### src/rtl/multicycle_ctrl.sv
// Multi-cycle sequencer: fetch, decode addi/lw/bne, drive datapath controls.
// Traps on illegal opcodes and on memory-handshake timeouts.
module multicycle_ctrl #(
  parameter int DATA_WIDTH = 32,
  parameter int TIMEOUT    = 15
) (
  input  logic                  clk,
  input  logic                  rst,
  input  logic [DATA_WIDTH-1:0] instr,
  output logic                  imem_req,
  input  logic                  imem_valid,
  output logic                  dmem_req,
  input  logic                  dmem_valid,
  input  logic                  EQ,
  output logic                  IRWrite,
  output logic                  ImmSrc,
  output logic                  ALUsrc,
  output logic [2:0]            ALUctrl,
  output logic                  ResultSrc,
  output logic                  RegWrite,
  output logic                  PCen,
  output logic                  PCsrc,
  output logic                  illegal,
  output logic [DATA_WIDTH-1:0] instret
);

  localparam int CW = $clog2(TIMEOUT + 1);

  typedef enum logic [2:0] {
    S_FETCH,
    S_DECODE,
    S_EXEC,
    S_MEM,
    S_WB,
    S_BRANCH,
    S_TRAP
  } state_t;

  state_t                r_state;
  logic [CW-1:0]         r_wait;
  logic [DATA_WIDTH-1:0] r_ir;
  logic [DATA_WIDTH-1:0] r_instret;

  logic [6:0] w_op;
  logic [2:0] w_f3;
  logic       w_addi;
  logic       w_lw;
  logic       w_bne;
  logic       w_tmo;
  logic       w_unused_ir;

  assign w_op   = r_ir[6:0];
  assign w_f3   = r_ir[14:12];
  assign w_addi = (w_op == 7'b0010011) && (w_f3 == 3'b000);
  assign w_lw   = (w_op == 7'b0000011) && (w_f3 == 3'b010);
  assign w_bne  = (w_op == 7'b1100011) && (w_f3 == 3'b001);
  assign w_tmo  = (r_wait == CW'(TIMEOUT - 1));

  // Operand/register fields are consumed by the datapath, not here.
  assign w_unused_ir = ^{r_ir[DATA_WIDTH-1:15], r_ir[11:7]};

  always_ff @(posedge clk) begin
    if (rst) begin
      r_state   <= S_FETCH;
      r_wait    <= '0;
      r_ir      <= '0;
      r_instret <= '0;
    end else begin
      unique case (r_state)
        S_FETCH: begin
          if (imem_valid) begin
            r_ir    <= instr;
            r_state <= S_DECODE;
            r_wait  <= '0;
          end else if (w_tmo) begin
            r_state <= S_TRAP;
            r_wait  <= '0;
          end else begin
            r_wait <= r_wait + CW'(1);
          end
        end
        S_DECODE: begin
          r_wait <= '0;
          unique case (1'b1)
            w_addi:  r_state <= S_EXEC;
            w_lw:    r_state <= S_MEM;
            w_bne:   r_state <= S_BRANCH;
            default: r_state <= S_TRAP;
          endcase
        end
        S_EXEC: begin
          r_state <= S_WB;
          r_wait  <= '0;
        end
        S_MEM: begin
          if (dmem_valid) begin
            r_state <= S_WB;
            r_wait  <= '0;
          end else if (w_tmo) begin
            r_state <= S_TRAP;
            r_wait  <= '0;
          end else begin
            r_wait <= r_wait + CW'(1);
          end
        end
        S_WB, S_BRANCH: begin
          r_instret <= r_instret + DATA_WIDTH'(1);
          r_state   <= S_FETCH;
          r_wait    <= '0;
        end
        S_TRAP: begin
          r_state <= S_TRAP;
          r_wait  <= '0;
        end
        default: begin
          r_state <= S_TRAP;
          r_wait  <= '0;
        end
      endcase
    end
  end

  // Controls decode from state and IR; reset masks every output.
  always_comb begin
    imem_req  = 1'b0;
    dmem_req  = 1'b0;
    IRWrite   = 1'b0;
    ImmSrc    = 1'b0;
    ALUsrc    = 1'b0;
    ALUctrl   = 3'b000;
    ResultSrc = 1'b0;
    RegWrite  = 1'b0;
    PCen      = 1'b0;
    PCsrc     = 1'b0;
    illegal   = 1'b0;
    instret   = '0;
    if (!rst) begin
      instret = r_instret;
      unique case (r_state)
        S_FETCH: begin
          imem_req = 1'b1;
          IRWrite  = imem_valid;
        end
        S_DECODE: begin
          ImmSrc = w_addi | w_lw;
        end
        S_EXEC: begin
          ImmSrc  = 1'b1;
          ALUsrc  = 1'b1;
          ALUctrl = 3'b000;
        end
        S_MEM: begin
          dmem_req = 1'b1;
          ImmSrc   = 1'b1;
          ALUsrc   = 1'b1;
          ALUctrl  = 3'b000;
        end
        S_WB: begin
          RegWrite  = 1'b1;
          ResultSrc = w_lw;
          PCen      = 1'b1;
          PCsrc     = 1'b0;
        end
        S_BRANCH: begin
          ImmSrc  = 1'b0;
          ALUsrc  = 1'b0;
          ALUctrl = 3'b001;
          PCen    = 1'b1;
          PCsrc   = ~EQ;
        end
        S_TRAP: begin
          illegal = 1'b1;
        end
        default: begin
          illegal = 1'b1;
        end
      endcase
    end
  end

endmodule
### config.mk
export PLATFORM = sky130hd
export DESIGN_NAME = multicycle_ctrl
export DESIGN_NICKNAME = d
export VERILOG_FILES = /design/src/rtl/multicycle_ctrl.sv
export SDC_FILE = /design/constraint.sdc
export NUM_CORES = 1
export LEC_CHECK = 0
export CORE_AREA = 2 2 97 99
export DETAILED_ROUTE_END_ITERATION = 7
export DIE_AREA = 0 0 99 101
export GPL_TIMING_DRIVEN = 0
export HOLD_SLACK_MARGIN = 0.02
export PLACE_DENSITY = 0.59
export SKIP_CTS_REPAIR_TIMING = 1
export SLEW_MARGIN = 25
export SYNTH_ARGS = -nofsm -noshare
export SYNTH_HDL_FRONTEND = slang
export SYNTH_SLANG_ARGS = --single-unit
### constraint.sdc
create_clock -name clk -period 1.7 [get_ports clk]
set_input_delay 0.255 -clock clk [delete_from_list [all_inputs] [get_ports clk]]
set_output_delay 0.255 -clock clk [all_outputs]
set_load 0.01 [all_outputs]
==> results.yml <==
setup_path:
  worst_ep_required_time_ns: 1.44
  reg2regPathDepth: 7
  cp_data_arrival_time_ns: 1.63
  cp_num_buf_inv: 1
  list_of_cells_traversed_by_the_critical_path: "nand3b_1 > nor4b_2 > a21oi_1 > nor3_2 > clkbuf_2"
  cp.depth: 5
  crit_end: "ImmSrc"
  worstSetupStartpoint: "r_ir[14]$_SDFFE_PP0P_"
  setup.worst_path.class: "reg -> out"
  rrSetupSlack_ns: -0.05
  launch_point_of_the_worst_reg_to_reg_path: "r_instret[0]$_SDFFE_PP0P_"
  cp_top_family: "simple AND/OR/NAND/NOR gates"
  startpoint_type: "flop"
  crit_path_end_kind: "primary output"
  reg2reg_to: "r_instret[30]$_SDFFE_PP0P_"
  worst_path_slowest_cell: "nor4b_2"
  crit_fanout: 2
  cp_slowest_stage_delay_ns: 0.37
final_layout:
  post_route_cells_drive_above_1_share_pct: 29.2
  num_antenna_cells: 0
  layout.cells.most_common_list: "dlymetal6s2s_1 (36), nand2_1 (34), nor2_1 (30), nor2b_1 (30), dfxtp_1 (29)"
  syn2layout_area_growth_pct: 52.9
  final_common_cell: "dlymetal6s2s_1"
  final_core_utilization_pct: 45.1
  fin_nets: 454
pwr:
  power.ir.vdd_worst_mv: 0.343
  pwr-share-comb_pct: 14.4
  cellLeakagePower_nw: 2.15
  internal-power_mw: 1.61
  p_per_area_mw_per_mm2: 543
  seqPwrFrac_pct: 54.5
  power_frac_clock_pct: 31.1
  switching_share_pct: 26.6
  netSwitchingPower_uw: 584
detailed_routing:
  drt_iter0_drc: 92
  drt-total-wl_um: 7210
  remaining_drc_errors: 0
  drt-met1-wl_um: 3310
  met3_length_um: 289
  post_drt_via_cell_ratio: 4.90
  wire_per_inst_um: 13.7
  route.top_layer_used: "met4"
  detail_route.first_pass.iterations: 4
  route.vias.total: 2578
  met2WireLength_um: 3560
  antenna_violating_nets_post_route: 0
timing:
  fin_crit_sh_pct: 111
  relSlewSlack_pct: 58.5
  timing.final.hold_violations: 0
  rsz_0062_raised_after_global_routing: "true"
  fmax_ghz: 0.530
  worstMarginPinSlew_ns: 0.623
  setup-violations-final: 3
  slew_viol_final: 0
  finalClockSkew_ns: 0.0159
  min_period_ns: 1.89
  postLayoutSetupSlackWorst_ns: -0.188
synthesis:
  syn-instance-count: 324
  post_synth_instance_area_mm2: 0.00265
  synth_seq_area_share_pct: 37.1
  synth_async_sr_flop_share_pct: 0
  synthesized_area_divided_by_synthesized_cell_count_um2: 8.16
  synth.yosys.warnings: 0
  postSynthRegisterBits: 49
  ys.flop_type: "dfxtp_1"
  synth-edff-count: 0
  ys_types: 47
clock_network:
  cts_inserted_buffers: 5
  h-tree-depth: 2
  worstSkewPairLatency_ns: 0.30
  clk_path_buf_depth: 2
  root_buffer: "clkbuf_8"
  cts_tree: "built"
  cts.clk_slew.worst_paths_ns: 0.09
  clock-sinks: 49
placement:
  routability_driven_placement_congestion_ratio: 0.839
  dp_slack_ns: -1.08
  dp.final_hpwl_um: 4970
  portBuffers: 56
grt:
  gr_usage_total_pct: 13.0
  global_route_wire_length_before_repair_um: 10600
  grt_max_degree: 14
  grt_remaining_overflow: 0
  vias_in_the_first_global_route: 2267
  grt_antenna_before_repair: 0
worst_hold_path:
  hold_depth: 2
  worstHoldPathType: "reg -> reg"
floorplan:
  ioPinCount: 82
  die_x_um: 99
  rows: 35
  dieHeight_um: 101
  dieArea_mm2: 0.0100
  core_footprint_mm2: 0.00898
  floorplan.initialDensity_pct: 29.5
run_status:
  violations: "negative setup slack"
  run_status: "finished, violations left"
flow_run:
  cap_violations: 0
==> area by class of cell <==
cell class | instances | area, um2
fillers | 863 | 4930
repair buffers | 82 | 830
clock buffers | 8 | 80.1
inverters | 5 | 18.8
multi-input cells | 254 | 1810
well taps | 111 | 139
flip-flops and latches | 49 | 1030
plain buffers | 17 | 136
==> cell usage after synthesis (2+ instances only) <==
library cell	n	area [um2]
nor3_1	14	70.1
and4_1	5	43.8
buf_6	2	22.5
xnor2_1	5	43.8
a31oi_1	2	12.5
nor4_1	4	25.0
a21oi_1	24	120
nand4_2	2	25.0
buf_4	4	30.0
and2_1	5	31.3
nand3_1	10	50.1
clkbuf_1	8	30.0
mux2_1	5	56.3
o21ai_0	7	35.0
nor2b_1	31	194
nand3b_1	3	22.5
nand4_1	9	56.3
mux2_2	4	45.0
buf_1	3	11.3
or3_1	7	43.8
nor2_1	33	124
o31ai_1	5	37.5
nand4_4	2	42.5
or4_1	5	37.5
ha_1	3	37.5
nand2b_1	2	12.5
xor2_1	9	78.8
and3_1	6	37.5
dfxtp_1	49	981
nand2_1	35	131
inv_1	5	18.8
==> power by group through the flow <==
stage                     clock network [mW]  logic [mW]  registers, mW
after floorplan                            0       0.154           1.22
after global placement                     0       0.248           1.23
after detailed placement                   0       0.251           1.23
after CTS                              0.692       0.252           1.20
after global routing                   0.743       0.347           1.20
final                                  0.683       0.317           1.20
==> kinds of logic after synthesis <==
kind of cell    after synthesis  synth area share [%]
xor+xnor                     14                  4.64
simple gates                182                  39.2
buf+inv                      23                  4.45
compound gates               43                  9.22
other cells                   1                 0.142
mux                           9                  3.83
flops                        49                  37.1
fa+ha+maj                     3                  1.42
==> per-layer routing <==
metal,GRT usage [%],vias to the layer above
met5,0,-
met1,16.6,1201
met4,1.90,0
met2,23.2,59
li1,-,1314
met3,2.43,4
==> state kept, by name, summed over array words and instances, names as in the netlist <==
register   count
r_instret     32
r_state        3
r_wait         4
r_ir          10
==> metrics by stage <==
stage	total power [mW]	instance area, um2	TNS, ns	instances	hold WS, ns
4_1_cts	2.15	3430	-24.66	500	0.460
2_1_floorplan	1.38	2650	0	325	0.391
3_3_place_gp	1.48	3350	-30.11	492	0.439
5_1_grt	2.29	4050	-0.612	526	0.490
3_5_place_dp	1.48	3350	-32.26	492	0.453
6_report	2.20	4050	-0.250	526	0.459
==> worst min-delay path, stage by stage (launching register included) <==
cell     delay (ns)
dfxtp_1        0.31
nand2_1        0.05
a21oi_1        0.05
==> worst min path at each step <==
stage / startpoint / endpoint / slack (ns)
finish: r_ir[3]$_SDFFE_PP0P_ / r_ir[3]$_SDFFE_PP0P_ / 0.46
global placement: r_ir[3]$_SDFFE_PP0P_ / r_ir[3]$_SDFFE_PP0P_ / 0.44
CTS: rst / r_instret[25]$_SDFFE_PP0P_ / 0.46
global route: rst / r_instret[15]$_SDFFE_PP0P_ / 0.49
detailed placement: r_ir[14]$_SDFFE_PP0P_ / r_ir[14]$_SDFFE_PP0P_ / 0.45
floorplan: instr[14] / r_ir[14]$_SDFFE_PP0P_ / 0.39
(Power assumes the default switching activity.)
